`src/rtl/mem_fill_arbiter.sv`:
```
// mem_fill_arbiter: shares one pipelined memory port between the D-cache
// (channel 0) and the I-cache (channel 1). A write-through request occupies a
// single WRITE cycle; a block fill streams WORDS_PER_BLOCK word reads and writes
// each returning word straight into the granted cache's data array, with the
// tag written alongside the last word.
// Build option: define MEM_FILL_ARBITER_RR_EN for round-robin arbitration;
// left undefined, arbitration is fixed priority with the lowest index winning.
module mem_fill_arbiter #(
    parameter int NUM_REQ         = 2,
    parameter int ADDR_W          = 16,
    parameter int DATA_W          = 16,
    parameter int WORDS_PER_BLOCK = 8
) (
    input  logic                               clk,
    input  logic                               rst,
    input  logic [NUM_REQ-1:0]                 req_valid,
    input  logic [NUM_REQ-1:0]                 req_wr,
    input  logic [NUM_REQ*ADDR_W-1:0]          req_addr,
    input  logic [NUM_REQ*DATA_W-1:0]          req_wdata,
    output logic [NUM_REQ-1:0]                 done,
    output logic [NUM_REQ-1:0]                 stall,
    output logic [NUM_REQ-1:0]                 fill_data_we,
    output logic [NUM_REQ-1:0]                 fill_tag_we,
    output logic [$clog2(WORDS_PER_BLOCK)-1:0] fill_word,
    output logic [DATA_W-1:0]                  fill_data,
    output logic                               mem_en,
    output logic                               mem_wr,
    output logic [ADDR_W-1:0]                  mem_addr,
    output logic [DATA_W-1:0]                  mem_wdata,
    input  logic [DATA_W-1:0]                  mem_rdata,
    input  logic                               mem_valid
);

    localparam int WORD_W = $clog2(WORDS_PER_BLOCK);
    localparam int IDX_W  = (NUM_REQ > 1) ? $clog2(NUM_REQ) : 1;

    localparam logic [WORD_W:0]   NUM_WORDS = (WORD_W + 1)'(WORDS_PER_BLOCK);
    localparam logic [WORD_W-1:0] LAST_WORD = '1;

    localparam logic [1:0] S_IDLE  = 2'd0;
    localparam logic [1:0] S_WRITE = 2'd1;
    localparam logic [1:0] S_FILL  = 2'd2;

    // Control state
    logic [1:0]        r_state;
    logic [IDX_W-1:0]  r_gnt;
    logic [WORD_W:0]   r_issue;
    logic [WORD_W-1:0] r_rcv;

    // Operation operands captured at grant time
    logic [ADDR_W-1:0] r_addr;
    logic [DATA_W-1:0] r_wdata;

    logic               w_any_req;
    logic [IDX_W-1:0]   w_gnt_idx;
    logic [NUM_REQ-1:0] w_req_oh;
    logic               w_sel_wr;
    logic [ADDR_W-1:0]  w_sel_addr;
    logic [DATA_W-1:0]  w_sel_wdata;
    logic               w_issue_en;
    logic               w_last;
    logic               w_done_any;
    logic               w_data_we_any;
    logic               w_tag_we_any;
    logic [NUM_REQ-1:0] w_gnt_oh;

    assign w_any_req = |req_valid;

`ifdef MEM_FILL_ARBITER_RR_EN
    logic [IDX_W-1:0] r_last;
    logic [IDX_W-1:0] w_rr_idx;
    logic             w_found;

    // Round-robin pick: search begins one past the most recently granted channel
    always_comb begin
        w_gnt_idx = '0;
        w_found   = 1'b0;
        w_rr_idx  = '0;
        for (int j = 0; j < NUM_REQ; j++) begin
            w_rr_idx = IDX_W'((int'(r_last) + 1 + j) % NUM_REQ);
            if (!w_found && (|(req_valid & (NUM_REQ'(1) << w_rr_idx)))) begin
                w_found   = 1'b1;
                w_gnt_idx = w_rr_idx;
            end
        end
    end

    // Remember the last winner; after reset the search starts at channel 0
    always_ff @(posedge clk) begin
        if (rst) begin
            r_last <= IDX_W'(NUM_REQ - 1);
        end else if ((r_state == S_IDLE) && w_any_req) begin
            r_last <= w_gnt_idx;
        end
    end
`else
    logic [NUM_REQ-1:0] w_lowest;

    // Fixed priority pick: isolate the lowest requesting channel and encode it
    always_comb begin
        w_lowest  = req_valid & (~req_valid + NUM_REQ'(1));
        w_gnt_idx = '0;
        for (int j = 0; j < NUM_REQ; j++) begin
            if (w_lowest == (NUM_REQ'(1) << j)) begin
                w_gnt_idx = IDX_W'(j);
            end
        end
    end
`endif

    assign w_req_oh    = NUM_REQ'(1) << w_gnt_idx;
    assign w_sel_wr    = |(req_wr & w_req_oh);
    assign w_sel_addr  = ADDR_W'(req_addr >> (ADDR_W * int'(w_gnt_idx)));
    assign w_sel_wdata = DATA_W'(req_wdata >> (DATA_W * int'(w_gnt_idx)));

    // Issue side runs ahead of the return side; both share the FILL state
    assign w_issue_en = (r_state == S_FILL) && (r_issue < NUM_WORDS);
    assign w_last     = (r_state == S_FILL) && mem_valid && (r_rcv == LAST_WORD);

    // Operation FSM with issue and receive counters
    always_ff @(posedge clk) begin
        if (rst) begin
            r_state <= S_IDLE;
            r_gnt   <= '0;
            r_issue <= '0;
            r_rcv   <= '0;
        end else begin
            case (r_state)
                S_IDLE: begin
                    r_issue <= '0;
                    r_rcv   <= '0;
                    if (w_any_req) begin
                        r_gnt   <= w_gnt_idx;
                        r_state <= w_sel_wr ? S_WRITE : S_FILL;
                    end
                end
                S_WRITE: begin
                    r_state <= S_IDLE;
                end
                S_FILL: begin
                    if (w_issue_en) begin
                        r_issue <= r_issue + 1'b1;
                    end
                    if (mem_valid) begin
                        r_rcv <= r_rcv + 1'b1;
                    end
                    if (w_last) begin
                        r_state <= S_IDLE;
                    end
                end
                default: begin
                    r_state <= S_IDLE;
                end
            endcase
        end
    end

    // Latch the winner's address and write data; held for the whole operation
    always_ff @(posedge clk) begin
        if ((r_state == S_IDLE) && w_any_req) begin
            r_addr  <= w_sel_addr;
            r_wdata <= w_sel_wdata;
        end
    end

    // Memory-side and cache-side strobes; everything is held quiet while rst is high
    always_comb begin
        mem_en        = 1'b0;
        mem_wr        = 1'b0;
        mem_addr      = '0;
        mem_wdata     = '0;
        fill_word     = '0;
        w_done_any    = 1'b0;
        w_data_we_any = 1'b0;
        w_tag_we_any  = 1'b0;
        if (!rst) begin
            case (r_state)
                S_WRITE: begin
                    mem_en     = 1'b1;
                    mem_wr     = 1'b1;
                    mem_addr   = r_addr;
                    mem_wdata  = r_wdata;
                    w_done_any = 1'b1;
                end
                S_FILL: begin
                    if (w_issue_en) begin
                        mem_en   = 1'b1;
                        mem_addr = {r_addr[ADDR_W-1:WORD_W+1], r_issue[WORD_W-1:0], 1'b0};
                    end
                    if (mem_valid) begin
                        w_data_we_any = 1'b1;
                        fill_word     = r_rcv;
                    end
                    if (w_last) begin
                        w_tag_we_any = 1'b1;
                        w_done_any   = 1'b1;
                    end
                end
                default: begin
                end
            endcase
        end
    end

    assign w_gnt_oh     = NUM_REQ'(1) << r_gnt;
    assign done         = w_done_any    ? w_gnt_oh : '0;
    assign fill_data_we = w_data_we_any ? w_gnt_oh : '0;
    assign fill_tag_we  = w_tag_we_any  ? w_gnt_oh : '0;
    assign fill_data    = mem_rdata;
    assign stall        = req_valid & ~done;

endmodule

```
`config.mk`:
```
export PLATFORM = sky130hd
export DESIGN_NAME = mem_fill_arbiter
export DESIGN_NICKNAME = d
export VERILOG_FILES = /design/src/rtl/mem_fill_arbiter.sv
export SDC_FILE = /design/constraint.sdc
export NUM_CORES = 1
export LEC_CHECK = 0
export ABC_AREA = 1
export CAP_MARGIN = 10
export CORE_UTILIZATION = 38
export CTS_CLUSTER_DIAMETER = 40
export DETAILED_ROUTE_END_ITERATION = 10
export PLACE_DENSITY_LB_ADDON = 0.08
export SLEW_MARGIN = 20
export SYNTH_ARGS = -nofsm -noshare
export SYNTH_HDL_FRONTEND = slang
export SYNTH_SLANG_ARGS = --single-unit
```
`constraint.sdc`:
```
create_clock -name clk -period 2.23 [get_ports clk]
set_input_delay 0.446 -clock clk [delete_from_list [all_inputs] [get_ports clk]]
set_output_delay 0.446 -clock clk [all_outputs]
set_load 0.005 [all_outputs]
```
* After elaboration in Yosys (flattened, before gate mapping)
Cells that the tools add are included.
** Cells by class
- Add/sub/neg operators :: 3
- Magnitude comparators :: 1
- Equality and inequality tests :: 8
- Shift-type cells :: 4
- Muxes and demuxes :: 33
- Bitwise operators :: 5
- Reductions and logical operators :: 12
** Operators with widths (number)
- 2-to-1 mux 16 bit :: 4
- right shift 32 x 5 -> 16 bit :: 2
- one-hot mux 16 bit (2 select lines) :: 1
- 2-to-1 mux 1 bit :: 12
- 2-to-1 mux 2 bit :: 6
- 2-to-1 mux 3 bit :: 4
- inequality test 2 bit, second input constant :: 4
- one-hot mux 4 bit (2 select lines) :: 1
- AND reduction 2 bit :: 4
- bitwise AND 2 bit :: 3
- one-hot mux 3 bit (2 select lines) :: 1
- adder 4 x 1 -> 4 bit, second input constant :: 1
- equality test 2 bit, second input constant :: 2
- logical AND 1 bit :: 4
- < comparator 4 bit, second input constant :: 1
- 2-to-1 mux 4 bit :: 1
- NOT 2 bit :: 2
- one-hot mux 1 bit (2 select lines) :: 2
- one-hot mux 2 bit (2 select lines) :: 1
- OR reduction 2 bit :: 2
- << shifter 1 x 1 -> 2 bit, first input constant :: 2
- adder 3 x 1 -> 3 bit, second input constant :: 1
- equality test 3 bit, second input constant :: 1
- adder 2 x 1 -> 2 bit, second input constant :: 1
- 3 further kinds :: 3
** Word-level totals
- Register bits :: 42

* Depth between registers and ports, before layout
Gate-level depths: netlist of run 1.
- Depth after elaboration :: 11
- Gate-level depth with buffers :: 8
- Gate-level depth less buffers :: 8

* Worst setup path before layout of run 1
Ideal clock, no wire load.
- Path type :: reg-to-reg
- From :: register r_state[0]
- To :: register r_addr[0] (enable)
- Arrival :: 1.374 ns
- Slack :: 0.470 ns
- Stages on the path, launching flop included :: 5
- Path buffers :: 0
- Clock period less this slack :: 1.760 ns
- Cell sequence :: dfxtp_1 -> inv_1 -> ha_1 -> o21ai_0 -> inv_1
** Between the ends
- Word-level cells in the longest chain between the ends :: 2
** Ends and longest elaborated chain
- start: declaration :: line 45 : logic [1:0] r_state;
- start signal: assignment :: line 134 : r_state <= w_sel_wr ? S_WRITE : S_FILL;
- logical NOT 2 bit :: line 160 : if ((r_state == S_IDLE) && w_any_req) begin
- logical AND 1 bit :: line 160
- end signal: assignment :: line 161 : r_addr <= w_sel_addr;
- end: declaration :: line 51 : logic [ADDR_W-1:0] r_addr;
Every way passes these cells.
A chain may end at the register's enable or synchronous reset.

* Final worst setup path of run 1
- From :: register r_state[1]
- To :: output mem_addr[0]
** Between the ends
- Word-level cells in the longest chain between the ends :: 3
** Ends and longest elaborated chain
- equality test 2 bit or equality test 2 x 1 -> 1 bit (tied branches) :: line 177 : case (r_state)
- one-hot mux 16 bit (2 select lines) (*) :: line 177
- 2-to-1 mux 16 bit (*) :: line 176 : if (!rst) begin
- end: declaration :: line 28 : output logic [ADDR_W-1:0] mem_addr,
Mark *: on every way between the ends. The rest lies on a longest branch, timed or not.

==> results.ini, run 1 <==
[layout]
final-seq-area_um2=1165
diodes=0
final_common_cell=nand2_1
area_growth_pct=57.22
drive_gt1_frac=0.1741
final_area_um2=3867
fill_cells=583
final_cell_mix=nand2_1 (137), clkdlybuf4s50_1 (71), nor2_1 (35)
multi_input_area_um2=1028
final_nets=540

[global_route]
grt_max_degree=33
overflow=0
grt_pass1_vias=2062
grt_usage=0.1784
antenna_found_initial=0
grt_pass1_wl_mm=9.011

[sta]
timing.fmax_mhz=458.5
finalCritPeriodShare=0.9780
grt_setup_unrepaired=yes
hold_viol=0
skew_ns=0.009746
finalSetupViolCount=0
tightest_slew_ns=0.3202
drv_slew=0
setup_slack_ns=0.04900
holdWs_ns=0.4465
slew_headroom=0.7858
period_minus_slack_ns=2.181

[power]
irDropWorstVdd_mv=0.3349
power_density_nw_per_um2=510.4
leakagePower_nw=2.017
p_total_w=0.001974

[synth]
synthSimpleGateAreaFrac=0.3164
synth-adder-area-share=0.03052
yosysSeqAreaShare=0.4720
syn-cell-area_um2=2460
synth_xor_area_frac=0
ys_ff_latch=42
postSynthCellCount=325
syn_avg_cell_area_um2=7.569
yosys_warnings=0
syn_nets=418
synth_top_area_share=0.3906
synth_compound_area_frac=0.04730
muxShareOfSynthArea=0
synth_cell_types=20
synth_top_family_by_area=simple AND/OR/NAND/NOR gates
yosys.area.top_type=edfxtp_1
synth.area.top_cells=edfxtp_1 (39%), nand2_1 (21%), dfxtp_1 (8.1%), buf_4 (6.7%), nor2_1 (5.3%)

[placement]
dpl_cell_area_um2=3636
portBuffers=115
gp_congestion=0.7599
place_ws_ns=-0.1955
dp_hpwl_mm=4.481

[critical_path]
worstPathMaxFanout=4
crit_path_start_kind=flop
cp-startpoint=r_state[1]
path_class=flop to primary output
end_kind=primary output
arrival_ns=1.73
r2r_start=r_state[1]
cp.required_ns=1.78

[clock_network]
path_clk_slew_ns=0.09
htreeDepth=2
cts.sinks=42
clock_latency_ns=0.30
cts_tree=yes
cts_buffer_depth=2
root_buffer=clkbuf_8
cts_buffers=5

[status]
outcome=finished, final reports clean

[detailed_routing]
post_drt_wl_per_cell_um=11.46
vias=2339
wl_mm=5.991
first_pass_iters=4
final_antenna_net_count=0
vias_per_cell=4.472
drc=0
drt-initial-drc-count=58

[floorplan]
rows=28
die_y_um=82.46
die_x_um=82.46
die_area_um2=6799
core_um2=6096
io_pins=148
start_util=0.4035

[min_path]
min_path_type=flop to flop
min_from=r_rcv[0]

[job]
max_cap_violations=0

==> final timing paths <==
kind         depth (start not counted)           to  slack (ns)
max                                  8  mem_addr[0]        0.05
min                                  1     r_rcv[0]        0.45
max reg2reg                          5   r_addr[10]        0.87
min reg2reg                          1     r_rcv[0]        0.45
==> per-layer routing <==
metal  track usage  routed length, µm  part of all wire
met1        0.1931               2382              0.40
met2        0.3215               3055              0.51
met3       0.06374                457             0.076
met4       0.05789                 95             0.016
met5             0                  0                 0
==> cell usage after synthesis <==
library cell,number
a21oi_1,9
buf_6,1
nor3_1,2
o21ai_0,6
ha_1,6
inv_1,31
edfxtp_1,32
o21ai_2,1
inv_2,3
nand2_1,140
nor2_1,35
dfxtp_1,10
buf_2,5
buf_4,22
nor2_2,4
nor2_4,2
nand2_2,3
o31ai_1,2
nand3_1,9
a21oi_2,2
==> state kept, by name, indices dropped and copies added, names as in the netlist <==
signal   flops
r_addr      16
r_rcv        3
r_wdata     16
r_gnt        1
r_issue      4
r_state      2
==> cell type report <==
cell class	instances	share of cell area
timing repair buffer	143	0.3513
sequential	42	0.3012
multi-input combinational	221	0.2659
inverter	34	0.03300
tap	75	0.02426
clock buffer	5	0.01779
clock inverter	3	0.006470
==> power breakdown <==
group	internal (W)	switching [W]	leakage [nW]
logic	0.000257	0.000229	1.57
clock network	0.000226	0.000283	0.0447
registers	0.000953	0.0000260	0.403
total	0.00144	0.000539	2.02
==> critical path, stage by stage, from the launching register on <==
cell,delay [ns]
dfxtp_2,0.34
inv_2,0.06
ha_4,0.25
inv_1,0.05
nor2_4,0.19
buf_4,0.15
inv_2,0.05
nor2_1,0.08
dlygate4sd2_1,0.27
==> kinds of logic after synthesis <==
family / count (synthesis)
AO/OA/AOI/OAI: 20
buffers and inverters: 62
adder cells (fa/ha/maj): 6
AND/OR/NAND/NOR: 195
flip-flops: 42
==> repair_timing <==
action,4_1_cts,5_1_grt
resized for setup,49,49
hold buffers,0,0
pin swaps,1,1
buffers inserted,2,9
cloned,1,0
setup endpoints to repair,44,29
==> stage by stage <==
step	setup TNS, ns	util	instances
2_1_floorplan	0	-	325
3_3_place_gp	-3.236	0.5965	503
3_5_place_dp	-3.910	0.5965	503
4_1_cts	-0.1280	0.6195	514
5_1_grt	-0.06970	0.6344	523
6_report	0	0.6344	523
No activity file was read; power rests on OpenSTA's default activity.
==> run 2: changes to the inputs <==
--- a/config.mk
+++ b/config.mk
@@ -7,7 +7,7 @@
 export LEC_CHECK = 0
 export ABC_AREA = 1
 export CAP_MARGIN = 10
-export CORE_UTILIZATION = 38
+export CORE_UTILIZATION = 41
 export CTS_CLUSTER_DIAMETER = 40
 export DETAILED_ROUTE_END_ITERATION = 10
 export PLACE_DENSITY_LB_ADDON = 0.08
==> constraint.sdc (replaced) <==
create_clock -name clk -period 2.75 [get_ports clk]
set_input_delay 0.55 -clock clk [delete_from_list [all_inputs] [get_ports clk]]
set_output_delay 0.55 -clock clk [all_outputs]
set_load 0.005 [all_outputs]
==> results.ini, run 2 (synthesis gave the netlist of run 1 again) <==
[floorplan]
io_pins=148
start_util=0.4360
die_x_um=79.46
core_um2=5642
rows=27
die_y_um=79.46
die_area_um2=6313

[clock_network]
cts.sinks=42
root_buffer=clkbuf_8
cts_buffers=5
path_clk_slew_ns=0.07
cts_buffer_depth=2
htreeDepth=2
cts_tree=yes
clock_latency_ns=0.29

[layout]
final-seq-area_um2=1161
diodes=0
drive_gt1_frac=0.07477
final_cell_mix=nand2_1 (140), clkdlybuf4s50_1 (115), nor2_1 (35)
fill_cells=509
final_nets=520
multi_input_area_um2=982.2
final_common_cell=nand2_1
area_growth_pct=49.44
top_regs=r_addr (16), r_wdata (16), r_issue (4)

[sta]
finalCritPeriodShare=0.9488
hold_viol=0
skew_ns=0.005072
timing.fmax_mhz=383.3
fin_setup_tns_ns=0
drv_slew=0
finalSetupViolCount=0
period_minus_slack_ns=2.609
slew_headroom=0.5740
tightest_slew_ns=0.6367
setup_slack_ns=0.1408

[critical_path]
end_kind=primary output
worstPathMaxFanout=11
cp.required_ns=2.20
arrival_ns=2.06
path_class=primary input to primary output
crit_path_start_kind=primary input

[power]
irDropWorstVdd_mv=0.2857
power_density_nw_per_um2=421.1
leakagePower_nw=1.573

[job]
max_cap_violations=0

[global_route]
grt_pass1_vias=2172
met2_usage=0.3436
grt_usage=0.1916
grt_pass1_wl_mm=9.294
antenna_found_initial=0
grt_busiest_layer=met2
grt_max_degree=35
grtUsageMet3=0.06286
overflow=0
gr-usage-met1=0.2071

[placement]
gp_congestion=0.7478
place_ws_ns=0.1158
portBuffers=115
dp_hpwl_mm=4.368

[status]
outcome=finished, final reports clean

[min_path]
min_path_type=flop to flop

[detailed_routing]
post_drt_wl_per_cell_um=11.51
final_antenna_net_count=0
drt-initial-drc-count=101
vias=2278
vias_per_cell=4.556
first_pass_iters=4
drc=0
wl_mm=5.756

[run 2: critical path, stage by stage]
cell and delay [ns]:
clkdlybuf4s50_1 0.48, buf_4 0.21, inv_1 0.08, nand2_1 0.12, nor2_1 0.12, clkdlybuf4s50_1 0.50
[run 2: stage by stage]
step                  util  cells  hold slack, ns  power (W)  instance area [µm²]
floorplan                -    325          0.4473  0.0009902                 2460
global placement    0.6296    491          0.4683   0.001145                 3552
detailed placement  0.6296    491          0.4742   0.001151                 3552
CTS                 0.6472    499          0.4912   0.001555                 3651
global route        0.6516    500          0.5242   0.001636                 3676
finish              0.6516    500          0.4902   0.001548                 3676
[run 2: repair_timing]
item / in CTS / in global routing
pin swaps: 0 / 1
hold buffers: 0 / 0
resized for setup: 1 / 3
setup buffers: 0 / 1
endpoints found under the setup margin: 13 / 15
[run 2: report_power, final]
part,internal (W),total [W],switching (W)
sequential,0.000772,0.000794,0.0000218
clock,0.000203,0.000409,0.000206
combinational,0.000176,0.000346,0.000169
[run 2: layer usage]
layer | share of wire | up-vias
met1 | 0.40 | 1008
met4 | 0.017 | 0
met3 | 0.067 | 9
met5 | 0 | -
li1 | - | 1190
met2 | 0.51 | 71
[run 2: final timing paths]
path	startpoint	to	slack, ns	cells after the start
worst min register to register	r_rcv[0]	r_rcv[0]	0.49	1
worst max-delay path	rst	fill_word[0]	0.14	6
worst max register to register	r_state[0]	r_addr[12]	1.24	5
worst min-delay path	r_rcv[0]	r_rcv[0]	0.49	1
[run 2: layout make-up]
cell class | count | share of cell area
multi-input combinational | 221 | 0.2672
sequential | 42 | 0.3159
clock inverter | 1 | 0.001361
tap | 72 | 0.02451
timing repair buffer | 123 | 0.3329
clock buffer | 7 | 0.02349
inverter | 34 | 0.03472
